### src/rtl/down_counter16_pkg.sv
// ----------------------------------------------------------------------------
// down_counter16_pkg : shared word width and FSM state encodings
// Revision 1.0 - initial release
// ----------------------------------------------------------------------------
`default_nettype none

package down_counter16_pkg;

  localparam int WORD_WIDTH = 16;

  // 2'd3 is unused and recovers to IDLE in the controller.
  typedef enum logic [1:0] {
    ST_IDLE = 2'd0,
    ST_RUN  = 2'd1,
    ST_DONE = 2'd2
  } state_t;

endpackage

`default_nettype wire

### src/rtl/down_counter16_dec16_gate.sv
// ----------------------------------------------------------------------------
// dec16_gate : combinational 16-bit decrementer, out = in - 1 modulo 2^16
// Revision 1.0 - initial release
// ----------------------------------------------------------------------------
`default_nettype none

module dec16_gate
  import down_counter16_pkg::*;
(
  input  logic [WORD_WIDTH-1:0] in,
  output logic [WORD_WIDTH-1:0] out
);

  // Ripple-borrow chain: subtracting one flips bits up to and including the lowest set bit.
  logic [WORD_WIDTH-1:0] borrow;

  assign borrow[0] = 1'b1;

  genvar i;
  generate
    for (i = 0; i < WORD_WIDTH; i++) begin : g_bit
      assign out[i] = in[i] ^ borrow[i];
      if (i < WORD_WIDTH - 1) begin : g_borrow
        assign borrow[i+1] = ~in[i] & borrow[i];
      end
    end
  endgenerate

endmodule

`default_nettype wire

### src/rtl/down_counter16.sv
// ----------------------------------------------------------------------------
// down_counter16 : loadable 16-bit down-counter/timer with prescaler and FSM
// Optional macro DOWN_COUNTER16_AUTO_RELOAD_EN: reload last load value at terminal count
// Revision 1.0 - initial release
// ----------------------------------------------------------------------------
`default_nettype none

module down_counter16
  import down_counter16_pkg::*;
#(
  parameter int PRESCALE = 1
) (
  input  logic                  clk,
  input  logic                  rst_n,
  input  logic                  load_valid,
  input  logic [WORD_WIDTH-1:0] load_value,
  output logic                  load_ready,
  input  logic                  en,
  input  logic                  abort,
  input  logic                  ack,
  output logic [WORD_WIDTH-1:0] count,
  output logic                  busy,
  output logic                  done_pulse,
  output logic                  expired
);

  localparam int PS_W = (PRESCALE > 1) ? $clog2(PRESCALE) : 1;
  localparam logic [PS_W-1:0] PS_MAX = PS_W'(PRESCALE - 1);

  generate
    if (PRESCALE < 1 || PRESCALE > 256) begin : g_bad_prescale
      $error("down_counter16: PRESCALE must be in 1..256");
    end
  endgenerate

  state_t                state, state_next;
  logic [WORD_WIDTH-1:0] count_next;
  logic [WORD_WIDTH-1:0] count_dec;
  logic [PS_W-1:0]       ps, ps_next;
  logic                  done_next;
  logic                  load_accept;

`ifdef DOWN_COUNTER16_AUTO_RELOAD_EN
  logic [WORD_WIDTH-1:0] last_load, last_load_next;
`endif

  dec16_gate u_dec (
    .in  (count),
    .out (count_dec)
  );

  assign busy        = (state == ST_RUN);
  assign expired     = (state == ST_DONE);
  assign load_ready  = (state != ST_RUN);
  assign load_accept = load_valid && load_ready;

  always_comb begin
    state_next = state;
    count_next = count;
    ps_next    = ps;
    done_next  = 1'b0;
`ifdef DOWN_COUNTER16_AUTO_RELOAD_EN
    last_load_next = last_load;
`endif
    case (state)
      ST_IDLE, ST_DONE: begin
        if (load_accept) begin
          count_next = load_value;
          ps_next    = '0;
`ifdef DOWN_COUNTER16_AUTO_RELOAD_EN
          last_load_next = load_value;
`endif
          if (load_value == '0) begin
            state_next = ST_DONE;
            done_next  = 1'b1;
          end else begin
            state_next = ST_RUN;
          end
        end else if (state == ST_DONE && ack) begin
          state_next = ST_IDLE;
        end
      end
      ST_RUN: begin
        // Abort outranks the terminal decrement in the same cycle.
        if (abort) begin
          state_next = ST_IDLE;
          ps_next    = '0;
        end else if (en) begin
          if (ps == PS_MAX) begin
            ps_next = '0;
            if (count == WORD_WIDTH'(1)) begin
              done_next = 1'b1;
`ifdef DOWN_COUNTER16_AUTO_RELOAD_EN
              count_next = last_load;
`else
              count_next = count_dec;
              state_next = ST_DONE;
`endif
            end else begin
              count_next = count_dec;
            end
          end else begin
            ps_next = ps + 1'b1;
          end
        end
      end
      default: begin
        state_next = ST_IDLE;
      end
    endcase
  end

  always_ff @(posedge clk or negedge rst_n) begin
    if (!rst_n) begin
      state      <= ST_IDLE;
      count      <= '0;
      ps         <= '0;
      done_pulse <= 1'b0;
    end else begin
      state      <= state_next;
      count      <= count_next;
      ps         <= ps_next;
      done_pulse <= done_next;
    end
  end

`ifdef DOWN_COUNTER16_AUTO_RELOAD_EN
  always_ff @(posedge clk or negedge rst_n) begin
    if (!rst_n) begin
      last_load <= '0;
    end else begin
      last_load <= last_load_next;
    end
  end
`endif

endmodule

`default_nettype wire

### config.mk
export PLATFORM = sky130hd
export DESIGN_NAME = down_counter16
export DESIGN_NICKNAME = d
export VERILOG_FILES = /design/src/rtl/down_counter16_pkg.sv /design/src/rtl/down_counter16_dec16_gate.sv /design/src/rtl/down_counter16.sv
export SDC_FILE = /design/constraint.sdc
export NUM_CORES = 1
export LEC_CHECK = 0
export ABC_AREA = 1
export BUFFER_PORTS_ARGS = -buffer_cell sky130_fd_sc_hd__clkbuf_2
export CAP_MARGIN = 20
export CORE_ASPECT_RATIO = 0.5
export CORE_MARGIN = 8
export CORE_UTILIZATION = 40
export DETAILED_ROUTE_END_ITERATION = 8
export HOLD_SLACK_MARGIN = 0.02
export REMOVE_ABC_BUFFERS = 1
export SETUP_SLACK_MARGIN = 0.02
export SLEW_MARGIN = 10
export SYNTH_ARGS = -nofsm -noshare
export SYNTH_HDL_FRONTEND = slang
export SYNTH_SLANG_ARGS = --single-unit
### constraint.sdc
create_clock -name clk -period 4.35 [get_ports clk]
set_input_delay 0.2175 -clock clk [delete_from_list [all_inputs] [get_ports clk]]
set_output_delay 0.2175 -clock clk [all_outputs]
set_load 0.02 [all_outputs]
Word level (Yosys, flattened, before mapping)
Index checks and enable logic that the tools add are counted.

storage, ports and cells
  bits of input ports = 22
  bits in registers = 20
  output and inout port bits = 20
  logic and storage cells = 95

cells by class
  bitwise operators = 44
  $add $sub $neg = 1
  multiplexer cells = 25
  reductions and logical operators = 9
  equal/unequal tests = 12

operators with widths
  cell                                                   number
  two-way mux 16 bit                                     4
  one-hot mux 16 bit (2 select lines)                    1
  equality test 16 x 1 -> 1 bit, second input constant   1
  zero test 16 bit                                       1
  NOT 1 bit                                              15
  XOR 1 bit                                              15
  AND 1 bit                                              14
  two-way mux 2 bit                                      7
  two-way mux 1 bit                                      10
  inequality test 3 bit, second input constant           3
  inequality test 2 bit, second input constant           4
  AND reduction 5 bit                                    1
  one-hot mux 1 bit (2 select lines)                     2
  one-hot mux 2 bit (2 select lines)                     1
  AND reduction 4 bit                                    1
  inequality test 3 x 2 -> 1 bit, second input constant  1
  AND reduction 3 bit                                    1
  equality test 2 x 1 -> 1 bit, second input constant    1
  equality test 2 bit, second input constant             1
  logical AND 1 bit                                      2
  zero test 2 bit                                        1
  inequality test 2 x 1 -> 1 bit, second input constant  1
  nonzero test 2 bit                                     1
  OR reduction 2 bit                                     1
  adder 1 bit, second input constant                     1

Logic depth before layout (Yosys ltp)
Gate-level depths: netlist (run 1).

  depth after elaboration = 20
  gate-level depth with buffers = 21
  depth with buffers taken out = 21

By module
From an unflattened synthesis (run 1), not the netlist that was laid out.

second synthesis, totals
  cells, all modules = 237
  area total of the unflattened synthesis = 1497.7 µm²

modules (own cells, without submodules)
  module          seq. area each (µm²)  area an instance (µm²)  cells each  instances
  down_counter16  475.5                 1194.9                  189         1
  dec16_gate      0.0                   302.8                   48          1

Worst setup path before layout (run 1)
Ideal clock, no wire load.

  path type = reg-to-reg
  start point = register count[0]
  end point = register count[15]
  path buffers = 0
  cell stages (with the launch flop) = 22
  slack = 0.912 ns
  data arrival time = 3.305 ns
  path through = dfrtp_1 inv_1 ha_1 ha_1 ha_1 ha_1 ha_1 ha_1 ha_1 ha_1 ha_1 ha_1 ha_1 ha_1 ha_1 ha_1 inv_1 nand2_1 nand2_1 nor2_1 a21oi_1 o21ai_0

on the way
  cells in the longest elaborated chain, start to end = 20

ends and longest elaborated chain
  item                                 RTL line                         RTL
  start: declaration                   down_counter16.sv:21             output logic [WORD_WIDTH-1:0] count,
  start signal: assignment             down_counter16.sv:121            count <= count_next;
  NOT 1 bit                            down_counter16_dec16_gate.sv:24  assign borrow[i+1] = ~in[i] & borrow[i];
  AND 1 bit (14 in a row)              down_counter16_dec16_gate.sv:24
  XOR 1 bit                            down_counter16_dec16_gate.sv:22  assign out[i] = in[i] ^ borrow[i];
  two-way mux 16 bit                   down_counter16.sv:89             if (ps == PS_MAX) begin
  two-way mux 16 bit                   down_counter16.sv:88             end else if (en) begin
  two-way mux 16 bit                   down_counter16.sv:85             if (abort) begin
  one-hot mux 16 bit (2 select lines)  down_counter16.sv:65             case (state)

Every way passes these cells. The select of a mux whose other input is x is not followed.
A chain may end at the register's enable or synchronous reset.

Worst setup path after layout (run 1)
Ends and elaborated chain as after synthesis.

==> results, run 1 <==
- The flow ran to the end, and the final reports show no timing, DRC or antenna violations.
- The number of cells traversed by the worst hold path is 4.
- After the last flow step, the layout net total stands at roughly 260.
- The worst-case reg-to-reg path depth is 21.
- TritonCTS built the clock tree.
- For this block, the via count after detailed routing is 1,254.
- Counting flops and latches in the post-synthesis netlist gives 19.
- The arrival time reported for the critical path endpoint is between 3 and 4 ns.
- The maximum number of pins on one net before global-route repair is 33.
- In the final routed layout, each cell accounts on average for 12.90 um.
- Based on the critical path, the design can be clocked at up to 279.4 MHz.
- The share of post-route cells with drive strength above 1 is 0.2756.
- The transition time of the tightest slew-check pin is 0.9674 ns.
- On the worst path, the slowest cell contributes a delay of 0.41 ns.
- Setup slack closes at 0.7709 ns.
- Setup violations remaining at the end of the flow were counted as 0.
- After synthesis, the cell types taking the most area are sky130_fd_sc_hd__dfrtp_1 (34%), sky130_fd_sc_hd__nand2_1 (14%), sky130_fd_sc_hd__ha_1 (13%).
- The path class of the lowest-slack min-delay path is primary input to flop.
- The post-route fraction of the period consumed by the critical path is 0.8228.
- The synthesized-area fraction occupied by ao, oa, aoi and oai cells is 0.1565.
- Of all cell types, the one taking the most synthesized area is sky130_fd_sc_hd__dfrtp_1.
- Summed over all failing endpoints, the final setup total negative slack is 0 ns.
- The most repeated library cell on the critical path is sky130_fd_sc_hd__ha_1.
- The worst setup skew after layout is 0.004853 ns.
- The congestion estimate from routability-driven global placement came to 0.7646.
- The worst-case setup slack after placement is just under 0.8 ns.
- For this run, the total global-route usage over all layers was measured as 0.1235.
- The number of buffers inserted by post-CTS setup repair is 0.
- The adder and majority gate portion of the synthesized area is 0.1349.
- Counting the buffers created by CTS gives 3.
- In this run the critical register-to-register path is captured at count[15]$_DFFE_PN0P_.
- For this configuration, the core starts out at a cell density of 0.4119.
- The post-CTS clock slew at the launch and capture registers of the worst setup and hold paths is 0.08 ns.
- The critical path required time is 4.46 ns.
- The overall die width is 99.41 um.
- The power per standard cell area is 669.2 mW/mm2.
- For this run, the number of Yosys warnings is 0.
- The worst min-delay path startpoint is abort.
- The routed design has 3445 um of wire.
- Dividing the detail-routed via count by the number of cells gives 4.697.
- Together, buffers and inverters on the worst path number 2.
- On the critical path the largest part of the delay comes from adder cells.
- The startpoint of the worst-slack reg-to-reg timing path is count[0]$_DFFE_PN0P_.
- The average instance area after synthesis is 7.562 um2.
- The most used flip-flop cell after synthesis is sky130_fd_sc_hd__dfrtp_1.
- The path with the worst hold slack has its endpoint at state[0]$_DFFE_PN0P_.
- The count of fill cells added during filler insertion is between 300 and 400.
- In this run, the number of DRC markers left after iteration 0 of detailed routing was 58.
- The analysis attributes to cell leakage a power of between 0.8 and 0.9 nW.
- The portion of synthesized area spent on multiplexers is 0.
- In this run the tool buffered the top-level ports with 41 buffer cells.
- The number of non-filler instances in the completed layout is 267.
- The tool flagged a number of max-cap violations equal to 0.
- From bottom edge to top edge, the die measures 57.71 um.
- The clock drives 19 sinks.
- The HPWL reported at the end of detailed placement is around 2700 um.
- On the critical path, the stage with the largest delay is an instance of sky130_fd_sc_hd__dfrtp_1.
- The xor/xnor share of the synthesized area is 0.
- The number of instances in the placed design is 261.
- The placement row count is 15.
- Compared with the post-synthesis result, the final layout area differs by 18.89%.
- The count of inserted antenna diode cells is 0.
- The via count of the first global-routing pass is 1,239.
- The clock root buffer is sky130_fd_sc_hd__clkbuf_8.
- By area, the combinational part of the netlist is dominated by simple AND/OR/NAND/NOR gates.
- The number of antenna violations at the first check in global routing came to 0.
- For this design the top-level I/O count stands at 42.
- In the synthesized netlist, the cells that appear most often are sky130_fd_sc_hd__nand2_1 (52), sky130_fd_sc_hd__nor2_1 (23), sky130_fd_sc_hd__inv_1 (21).
- The final worst hold slack is 0.2500 ns.
- Counting flops with a built-in enable in the synthesized netlist gives 0.
- The remaining number of nets flagged by the antenna check after routing is 0.
- The max-slew violation count is 0.
- The post-CTS resize count is 0.
- The clock insertion delay at the later pin of the skew report is 0.26 ns.
- The area fraction of the dominant cell type after synthesis is 0.3417.
- The kind of start point of the critical path is a flop.
- In this run the standard cell core region covers 0.003378 mm2.
- The detailed-route DRC error count is 0.
- The overall power of the completed layout is around 1.1 mW.
- VDD sags by at most 0.0002287 V.
- The total of hold buffers inserted after clock tree synthesis is 1.
- Counting flops with an async set or reset pin after synthesis yields a share of 1.000.
- The minimum clock period after layout is 3.579 ns.
- Before antenna repair, the detailed router went through 5 iterations.
- The wire length of the first global-routing pass is 5671 um.
- The multi-input combinational cells in the finished layout cover a total of approximately 770 um2.
- The final count of hold timing violations came to 0.
- The maximum count of clock buffers along a single path is 2.
- The floorplan step defined a die boundary enclosing 0.005736 mm2.
- In this run the tightest slew margin relative to its limit is 0.3551.
- The maximum net fanout on the critical path is 5.
- STA classifies the critical path endpoint as a flop.
- The netlist area before placement is between 0.001 and 0.0015 mm2.
- The post-synthesis simple-gate area fraction is 0.2608.
- Synthesis instantiated 19 different standard cells from the library.
- Registers take 475.5 um2.
- The fraction of the yosys area taken by sequential cells is 0.3417.
- Counting every instance in the synthesized netlist gives 184.
- The total overflow reported by the global router is 0.
- The startpoint-to-endpoint class of the critical path is flop to flop.
- The signal on the critical path passes through inv_1 > ha_1 > ha_1 > ha_1 > ha_1 > ha_1 > ha_1 > ha_1 > ha_1 > ha_1 > ha_1 > ha_1 > ha_1 > ha_1 > ha_1 > inv_1 > nand2_1 > nand2_1 > nor2_1 > a21oi_1 > o21ai_0.
- Setup repair after global routing left no endpoint under its margin.
- In this run the register-to-register setup slack is a little under 0.8 ns.
- In this run the number of H-tree levels came out at 1.
- The most frequent cell after synthesis is sky130_fd_sc_hd__nand2_1.
[sequential cells by signal, summed over array words and instances, names as in the netlist]
register,cells
count,16
done_pulse,1
state,2
[metal layers]
metal  GRT usage  wire (um)
met3     0.02864         89
met4     0.03198         27
met1      0.1573       1763
met2      0.2059       1565
met5           0          0
[per-stage QoR]
stage | area [um2] | utilization
after floorplan | 1330 | -
after global placement | 1588 | 0.4700
after detailed placement | 1588 | 0.4700
after CTS | 1643 | 0.4863
after global routing | 1654 | 0.4896
final | 1654 | 0.4896
[cell families after synthesis]
kind of cell | count (synthesis)
flops | 19
simple gates | 88
buf+inv | 29
fa+ha+maj | 15
compound gates | 33
[tightest hold or removal path, stage by stage]
cell and delay (ns):
sky130_fd_sc_hd__clkbuf_2 0.11, sky130_fd_sc_hd__nor2_4 0.05, sky130_fd_sc_hd__nand2_1 0.06, sky130_fd_sc_hd__nand2_1 0.04
[placed cells by master (no fill, tap or decap), drive strengths merged]
master       netlist  final
buf                6      1
ha                15     15
o21ai             31     31
clkbuf             0     45
dfrtp             19     19
nand2             54     54
nand4              1      1
inv               23     23
nand3              8      8
a21oi              1      1
nor2              25     25
o22ai              1      1
dlygate4sd3        0      1
[power by group]
part           switching [mW]  leakage, nW  internal, mW
Combinational           0.411        0.638         0.225
Clock                  0.0643       0.0228        0.0653
Sequential             0.0856        0.235         0.256
[worst max-delay path by stage]
stage                         startpoint                    end  slack [ns]  depth (start not counted)
global route        count[0]$_DFFE_PN0P_  count[15]$_DFFE_PN0P_        0.51                         21
floorplan           count[0]$_DFFE_PN0P_  count[15]$_DFFE_PN0P_        0.89                         21
global placement    count[0]$_DFFE_PN0P_  count[15]$_DFFE_PN0P_        0.89                         21
finish              count[0]$_DFFE_PN0P_  count[15]$_DFFE_PN0P_        0.77                         21
detailed placement  count[0]$_DFFE_PN0P_  count[15]$_DFFE_PN0P_        0.78                         21
CTS                 count[0]$_DFFE_PN0P_  count[15]$_DFFE_PN0P_        0.76                         21
[cell type report]
class	instances	area share
clock buffer	4	0.02723
inverter	23	0.05219
multi-input combinational	136	0.4644
sequential	19	0.2874
tap	42	0.03177
timing repair buffer	43	0.1369
Note: power is estimated with default switching activity, not from simulation.
==> run 2, diff against run 1 <==
==> constraint.sdc (replaced) <==
create_clock -name clk -period 3.7 [get_ports clk]
set_input_delay 0.185 -clock clk [delete_from_list [all_inputs] [get_ports clk]]
set_output_delay 0.185 -clock clk [all_outputs]
set_load 0.02 [all_outputs]
==> results, run 2 (synthesized netlist as in run 1, its figures left out) <==
- The maximum number of pins on one net before global-route repair is 33.
- The internal power is 658.1 uW.
- The setup check on the worst reg-to-reg path leaves a slack of 0.24 ns.
- The proportion of total power due to net switching is 0.5026.
- The worst setup path is launched from a flop.
- Of the total power, the clock network draws 0.114.
- The clock tree from TritonCTS is done.
- After detailed routing, the average wire length per cell comes to 12.90 um.
- Compared with the post-synthesis result, the final layout area differs by 20.68%.
- The clock passes through at most 2 buffers.
- VDD sags by at most 0.0002703 V.
- The critical path required time is 3.82 ns.
- The library cells used most frequently in the layout, excluding fill and tap cells, are sky130_fd_sc_hd__nand2_1 (52), sky130_fd_sc_hd__clkbuf_2 (41), sky130_fd_sc_hd__nor2_1 (23).
- The startpoint-to-endpoint class of the critical path is flop to flop.
- The die area is ~0.0057 mm2.
- Ranked by flip-flop count, first place goes to count.
- Across all layers, the routed design uses about 1,300 vias.
- The worst setup skew after layout is ~0.0041 ns.
- The maximum net fanout on the critical path is 5.
- The power per standard cell area is 788.0 mW/mm2.
- Data arrives at the worst endpoint at 3.58 ns.
- The register with the most flip-flops in the layout has 16 of them.
- Setup violations remaining at the end of the flow were counted as 0.
- The number of buffer cells added on primary ports is 41.
- The net switching power of the design is 665.0 uW.
- After detailed routing, the number of vias per cell comes to 4.654.
- Counting both buffers and inverters, the worst setup path holds a total of 2.
- The number of antenna violations at the first check in global routing is 0.
- Dividing the final minimum period by the clock period gives 0.9357.
- Setup repair after global routing left no endpoint under its margin.
- The endpoint type of the worst setup path is a flop.
- Global routing finished with a remaining overflow of 0.
- Summed over all nets, the half-perimeter wirelength after detailed placement is ~2700 um.
- The critical path's slowest cell is sky130_fd_sc_hd__dfrtp_1.
- In this run the static leakage power is 0.8985 nW.
- In this design, the critical path's most frequently occurring cell is sky130_fd_sc_hd__ha_1.
- The first-pass iteration count of the detailed router is 4.
- 0 antenna diodes ended up in the layout.
- The cell sitting at the root of the clock tree is a sky130_fd_sc_hd__clkbuf_8.
- The achievable clock frequency is 288.8 MHz.
- The share of total power dissipated in sequential elements is 0.304.
- The final worst hold slack is 0.2145 ns.
- The placeable core region is 0.003378 mm2.
- Summed over all layers, the routed wires come to 3469 um.
- The number of design-rule violations left by the first detailed-router iteration is between 40 and 50.
- The initial utilization of the core area, before any placement, comes to 0.4119.
- The number of buffers added by the clock tree synthesis step is 3.
- The path class of the tightest hold or removal check is primary input to flop.
- The I/O pin count is 42.
- The total global-route track usage is 0.1235.
- The share of total power dissipated in combinational logic is 0.582.
- The setup TNS after final layout is 0 ns.
- The die is just under 60 um tall.
- The wire length of the first global-routing pass is 5671 um.
- The run finished with clean final reports.
- Routability-driven placement finished with a final weighted congestion of between 0.7 and 0.8.
- The sink count of the clock tree is 19.
- Measured against its own limit, the worst slew margin works out to 0.3547.
- The biggest cell delay along the critical path is 0.41 ns.
- The largest delay contributor family on the critical path is adder cells.
- In this run the number of H-tree levels came out at 1.
- The transition time of the tightest slew-check pin is 0.9679 ns.
- The final count of hold timing violations is 0.
- The tool flagged a number of max-cap violations equal to 0.
- The via count of the first global-routing pass is 1,239.
- The commonest non-fill, non-tap cell in the layout is sky130_fd_sc_hd__nand2_1.
- The layout net count is 265.
- The share of post-route cells with drive strength above 1 is 0.2996.
- The remaining number of nets flagged by the antenna check after routing is 0.
- The critical path goes through inv_1 > ha_2 > ha_2 > ha_2 > ha_1 > ha_2 > ha_1 > ha_1 > ha_1 > ha_1 > ha_1 > ha_1 > ha_1 > ha_1 > ha_1 > inv_1 > nand2_1 > nand2_1 > nor2_1 > a21oi_1 > o21ai_1.
- The detailed-route DRC error count is 0.
- Subtracting the final worst setup slack from the clock period gives 3.462 ns.
- The clock insertion delay at the later pin of the skew report is 0.26 ns.
- The max-slew violation count is 0.
- The post-CTS clock slew at the launch and capture registers of the worst setup and hold paths is 0.08 ns.
- The placement row count is 15.
- The largest registers in the layout are count (16), state (2), done_pulse (1).
- The die is 99.41 um wide.
run 2: cell types whose count changed in the layout (fill, tap and decap cells not counted), sizes merged:
| cell | delta |
|---|---|
| buf | +2 |
run 2: power groups by stage:
stage	combinational [mW]	sequential, mW	clock [mW]
floorplan	0.420	0.494	0
global placement	0.741	0.403	0
detailed placement	0.746	0.405	0
CTS	0.752	0.403	0.157
global route	0.883	0.420	0.166
finish	0.770	0.402	0.151
run 2: worst reg2reg max path, delay by kind of cell, from the launching register on:
family,cells,cell delay (ns)
DFF,1,0.41
buffers and inverters,2,0.11
AOI/OAI and AO/OA,2,0.19
adders and majority gates,14,2.51
and+or+nand+nor,3,0.12
run 2: what timing repair did:
action | CTS | global route
resized for setup | 0 | 5
hold buffers | 1 | 0
endpoints found under the setup margin | 0 | 2
setup buffers | 0 | 2
endpoints found under the hold margin | 19 | 0
run 2: per-stage QoR:
| step | cells | total power [mW] | util | instance area [um2] | setup WS [ns] |
|---|---|---|---|---|---|
| 6_report | 269 | 1.323 | 0.4970 | 1679 | 0.2378 |
| 3_5_place_dp | 261 | 1.151 | 0.4700 | 1588 | 0.1281 |
| 3_3_place_gp | 261 | 1.144 | 0.4700 | 1588 | 0.2387 |
| 4_1_cts | 266 | 1.312 | 0.4863 | 1643 | 0.1126 |
| 2_1_floorplan | 178 | 0.9141 | - | 1330 | 0.2359 |
| 5_1_grt | 269 | 1.468 | 0.4970 | 1679 | 0.02113 |
run 2: final cells by class:
| cell class | count | area, um2 |
|---|---|---|
| fill | 360 | 1699 |
| multi-input combinational | 136 | 778.2 |
| sequential | 19 | 475.5 |
| timing repair buffer | 45 | 241.5 |
| inverter | 23 | 86.33 |
| tap | 42 | 52.55 |
| clock buffer | 4 | 45.04 |
run 2: path summary, 6_finish.rpt:
check / start / endpoint / cells after the start
min in group asynchronous: rst_n / count[15]$_DFFE_PN0P_ / 2
max in group asynchronous: rst_n / count[12]$_DFFE_PN0P_ / 2
hold / removal: load_value[15] / count[15]$_DFFE_PN0P_ / 3
hold reg to reg: count[3]$_DFFE_PN0P_ / count[3]$_DFFE_PN0P_ / 2
setup reg to reg: count[0]$_DFFE_PN0P_ / count[15]$_DFFE_PN0P_ / 21
setup / recovery: count[0]$_DFFE_PN0P_ / count[15]$_DFFE_PN0P_ / 21
run 2: metal layers:
layer,track usage,vias up,wire length (um)
met2,0.2059,20,1584
met3,0.02864,2,59
met4,0.03198,0,27
li1,-,671,-
met1,0.1573,559,1798
met5,0,-,0
==> run 3, diff against run 2 <==
--- a/config.mk
+++ b/config.mk
@@ -18,4 +18,5 @@
 export SLEW_MARGIN = 10
 export SYNTH_ARGS = -nofsm -noshare
 export SYNTH_HDL_FRONTEND = slang
+export SYNTH_HIERARCHICAL = 1
 export SYNTH_SLANG_ARGS = --single-unit
==> results, run 3 <==
- Walking the worst path, the cells encountered are inv_1 > ha_1 > ha_1 > ha_1 > ha_1 > ha_1 > ha_1 > ha_1 > ha_1 > ha_1 > ha_1 > ha_1 > ha_1 > ha_1 > ha_2 > inv_1 > nand2_1 > nand2_1 > nand2_1 > o21ai_1.
- Counting along the longest clock path gives a buffer depth of 2.
- Counting flops and latches in the post-synthesis netlist gives 19.
- The run finished with clean final reports.
- The transition time of the tightest slew-check pin is ~0.76 ns.
- By area the synthesized netlist is led by sky130_fd_sc_hd__dfrtp_1 (32%), sky130_fd_sc_hd__nand2_1 (22%), sky130_fd_sc_hd__inv_1 (13%).
- The height of the die is 59.27 um.
- The count of fill cells added during filler insertion is 386.
- Data arrives at the worst endpoint at 3.64 ns.
- Sorting the synthesized cells by how often they occur yields sky130_fd_sc_hd__nand2_1 (89), sky130_fd_sc_hd__inv_1 (51), sky130_fd_sc_hd__nor2_1 (28).
- The maximum net fanout on the critical path is 4.
- After detailed routing, no signal wire sits above met4.
- The setup TNS after final layout is 0 ns.
- The cell depth of the worst setup path is 20.
- The average instance in the mapped netlist occupies 6.319 um2.
- The library cell used most frequently in the layout, excluding fill and tap cells, is sky130_fd_sc_hd__nand2_1.
- The power per standard cell area is 769.5 mW/mm2.
- The last weighted congestion value of the routability-driven placer is 0.8032.
- Together, buffers and inverters on the worst path number 2.
- TritonCTS built the clock tree.
- The worst setup path is of the flop to flop kind.
- Dividing the detail-routed via count by the number of cells gives 4.374.
- The number of flip-flops under the largest register name is 16.
- After routing the design area is 0.001788 mm2.
- Summed over all cells, the static leakage comes to 1.092 nW.
- The netlist area before placement is approximately 0.0015 mm2.
- The synthesized design spends more area on one cell type than any other, namely sky130_fd_sc_hd__dfrtp_1.
- The detailed-route DRC error count is 0.
- The kind of start point of the critical path is a flop.
- The cell that appears most often on the critical path is sky130_fd_sc_hd__ha_1.
- The largest delay contributor family on the critical path is adder cells.
- The met2 layer wire length in the routed design is around 1600 um.
- The worst-case reg-to-reg path depth is 20.
- Static timing analysis puts the maximum clock frequency at 284.0 MHz.
- The share of post-route cells with drive strength above 1 is 0.1871.
- TritonCTS created 3 clock buffers.
- The path class of the lowest-slack min-delay path is primary input to flop.
- The via count of the first global-routing pass is 1,419.
- The area growth from synthesis to layout is 19.38%.
- The number of vias in the routed layout is 1,439.
- Entering global routing, the biggest net connects 33 pins.
- The largest registers in the layout are count (16), state (2), done_pulse (1).
- Of the available clock period, the critical path in the final layout requires 0.9517.
- The first-pass iteration count of the detailed router is 4.
- Setup repair after global routing left no endpoint under its margin.
- The initial utilization of the core area, before any placement, comes to 0.4267.
- The HPWL reported at the end of detailed placement is approximately 2900 um.
- The tool flagged a number of max-cap violations equal to 0.
- For this run, asynchronously set or reset flops after synthesis account for 1.000.
- The register containing the most flip-flops in the final layout is count.
- The count of final setup violators is 0.
- Synthesis instantiated 16 different standard cells from the library.
- Across the routed clock network, the largest skew measured is roughly 0.0025 ns.
- The max-slew violation count came to 0.
- From left edge to right edge, the die measures 102.5 um.
- The gate count of the mapped netlist is 237.
- During synthesis, Yosys emitted a total of 6 warnings.
- The instance area after placement is 0.001723 mm2.
- The number of design-rule violations left by the first detailed-router iteration is 41.
- Wire segments on met3 add up to 158 um in the final route.
- The region available for standard cell placement spans 0.003510 mm2.
- The worst setup path is captured at a flop.
- In this run, synthesis inferred 0 flip-flops with an integrated enable.
- After detailed routing, the wire length on met1 is 1872 um.
- In this run the number of H-tree levels came out at 1.
- The number of cells traversed by the worst hold path is 5.
- The wire length of the first global-routing pass is 6382 um.
- The area fraction of the dominant cell type after synthesis is 0.3175.
- After layout, the minimum clock period comes to 3.521 ns.
- The layout net count is around 320.
- The post-CTS clock slew at the launch and capture registers of the worst setup and hold paths is 0.07 ns.
- The post-detailed-routing wire length is between 3000 and 4000 um.
- The biggest cell delay along the critical path is 0.40 ns.
- The fraction of the yosys area taken by sequential cells is 0.3175.
- The total overflow reported by the global router is 0.
- The cell sitting at the root of the clock tree is a sky130_fd_sc_hd__clkbuf_8.
- The clock insertion delay at the later pin of the skew report is 0.26 ns.
- The total global-route track usage is 0.1318.
- By instance count, the leading cell after synthesis is sky130_fd_sc_hd__nand2_1.
- For the worst setup path, the data required time is between 3 and 4 ns.
- In this run the core area contains 15 standard-cell rows.
- The number of buffer cells added on primary ports is a little over 40.
- The number of antenna violations at the first check in global routing is 0.
- In this run the remaining antenna-violating nets after routing total 0.
- The prevailing post-synth register cell is sky130_fd_sc_hd__dfrtp_1.
- The critical path's slowest cell is sky130_fd_sc_hd__dfrtp_1.
- During I/O placement, the number of pins put on the boundary was 42.
- The worst ir drop on vdd is 0.0003424 V.
- The final count of hold timing violations came to 0.
- The sink count of the clock tree is 19.
- In the final routed layout, each cell accounts on average for 11.11 um.
- The die covers about 0.006 mm2.
- The count of inserted antenna diode cells is 0.
- The worst slew slack as a fraction of its limit is 0.4951.
- In the layout the commonest cells are sky130_fd_sc_hd__nand2_1 (89), sky130_fd_sc_hd__inv_1 (51), sky130_fd_sc_hd__clkbuf_2 (41).
run 3: cell count changes after synthesis, sizes merged:
cell and delta:
inv +30, ha -1, nor3 +1, o22ai -1, nand4 -1, nand3 -2, nor2 +6, nand2 +35
o21ai -14
run 3: metal layers:
metal | GRT usage | vias to the layer above
li1 | - | 780
met2 | 0.2266 | 30
met5 | 0 | -
met4 | 0.02479 | 0
met3 | 0.03162 | 2
met1 | 0.1642 | 627
run 3: cells by family after synthesis:
family | after synthesis | synth area share
AOI/OAI and AO/OA | 18 | 0.06767
buffers and inverters | 59 | 0.1621
adders and majority gates | 14 | 0.1170
and+or+nand+nor | 127 | 0.3358
DFF | 19 | 0.3175
run 3: area by class of cell:
| cell class | count | area, um2 | area share |
|---|---|---|---|
| inverter | 53 | 198.9 | 0.1113 |
| sequential | 19 | 475.5 | 0.2659 |
| multi-input combinational | 159 | 782.0 | 0.4374 |
| timing repair buffer | 43 | 222.7 | 0.1246 |
| tap | 51 | 63.81 | 0.03569 |
| clock buffer | 4 | 45.04 | 0.02519 |
run 3: report_power, final:
| group | internal [mW] | switching [mW] |
|---|---|---|
| registers | 0.298 | 0.116 |
| logic | 0.283 | 0.531 |
| clock network | 0.0766 | 0.0710 |
| total | 0.658 | 0.718 |
run 3: stage by stage:
step / setup WS, ns / util / power [mW] / hold slack [ns] / std cells
floorplan: 0.2188 / - / 0.9731 / -0.1106 / 231
global placement: 0.2712 / 0.4909 / 1.216 / 0.1846 / 323
detailed placement: 0.1748 / 0.4909 / 1.232 / 0.1832 / 323
CTS: 0.1681 / 0.5066 / 1.385 / 0.2405 / 328
global route: 0.01544 / 0.5094 / 1.537 / 0.2557 / 329
finish: 0.1788 / 0.5094 / 1.376 / 0.2419 / 329
run 3: what timing repair did:
item	CTS	global route
setup endpoints to repair	0	2
buffers inserted	0	1
hold buffers	1	0
endpoints found under the hold margin	19	0
gates resized for setup	0	2
run 3: tightest hold or removal path: cells and delay by family:
family	cells	cell delay (ns)
AND/OR/NAND/NOR	3	0.14
AO/OA/AOI/OAI	1	0.06
buffers and inverters	1	0.09
run 3: final timing paths:
path,from,end,slack [ns]
hold reg to reg,count[7]$_DFFE_PN0P_,count[7]$_DFFE_PN0P_,0.57
hold / removal,load_value[5],count[5]$_DFFE_PN0P_,0.24
setup reg to reg,count[1]$_DFFE_PN0P_,count[14]$_DFFE_PN0P_,0.18
max in group asynchronous,rst_n,count[9]$_DFFE_PN0P_,2.92
min in group asynchronous,rst_n,count[8]$_DFFE_PN0P_,0.43
setup / recovery,count[1]$_DFFE_PN0P_,count[14]$_DFFE_PN0P_,0.18
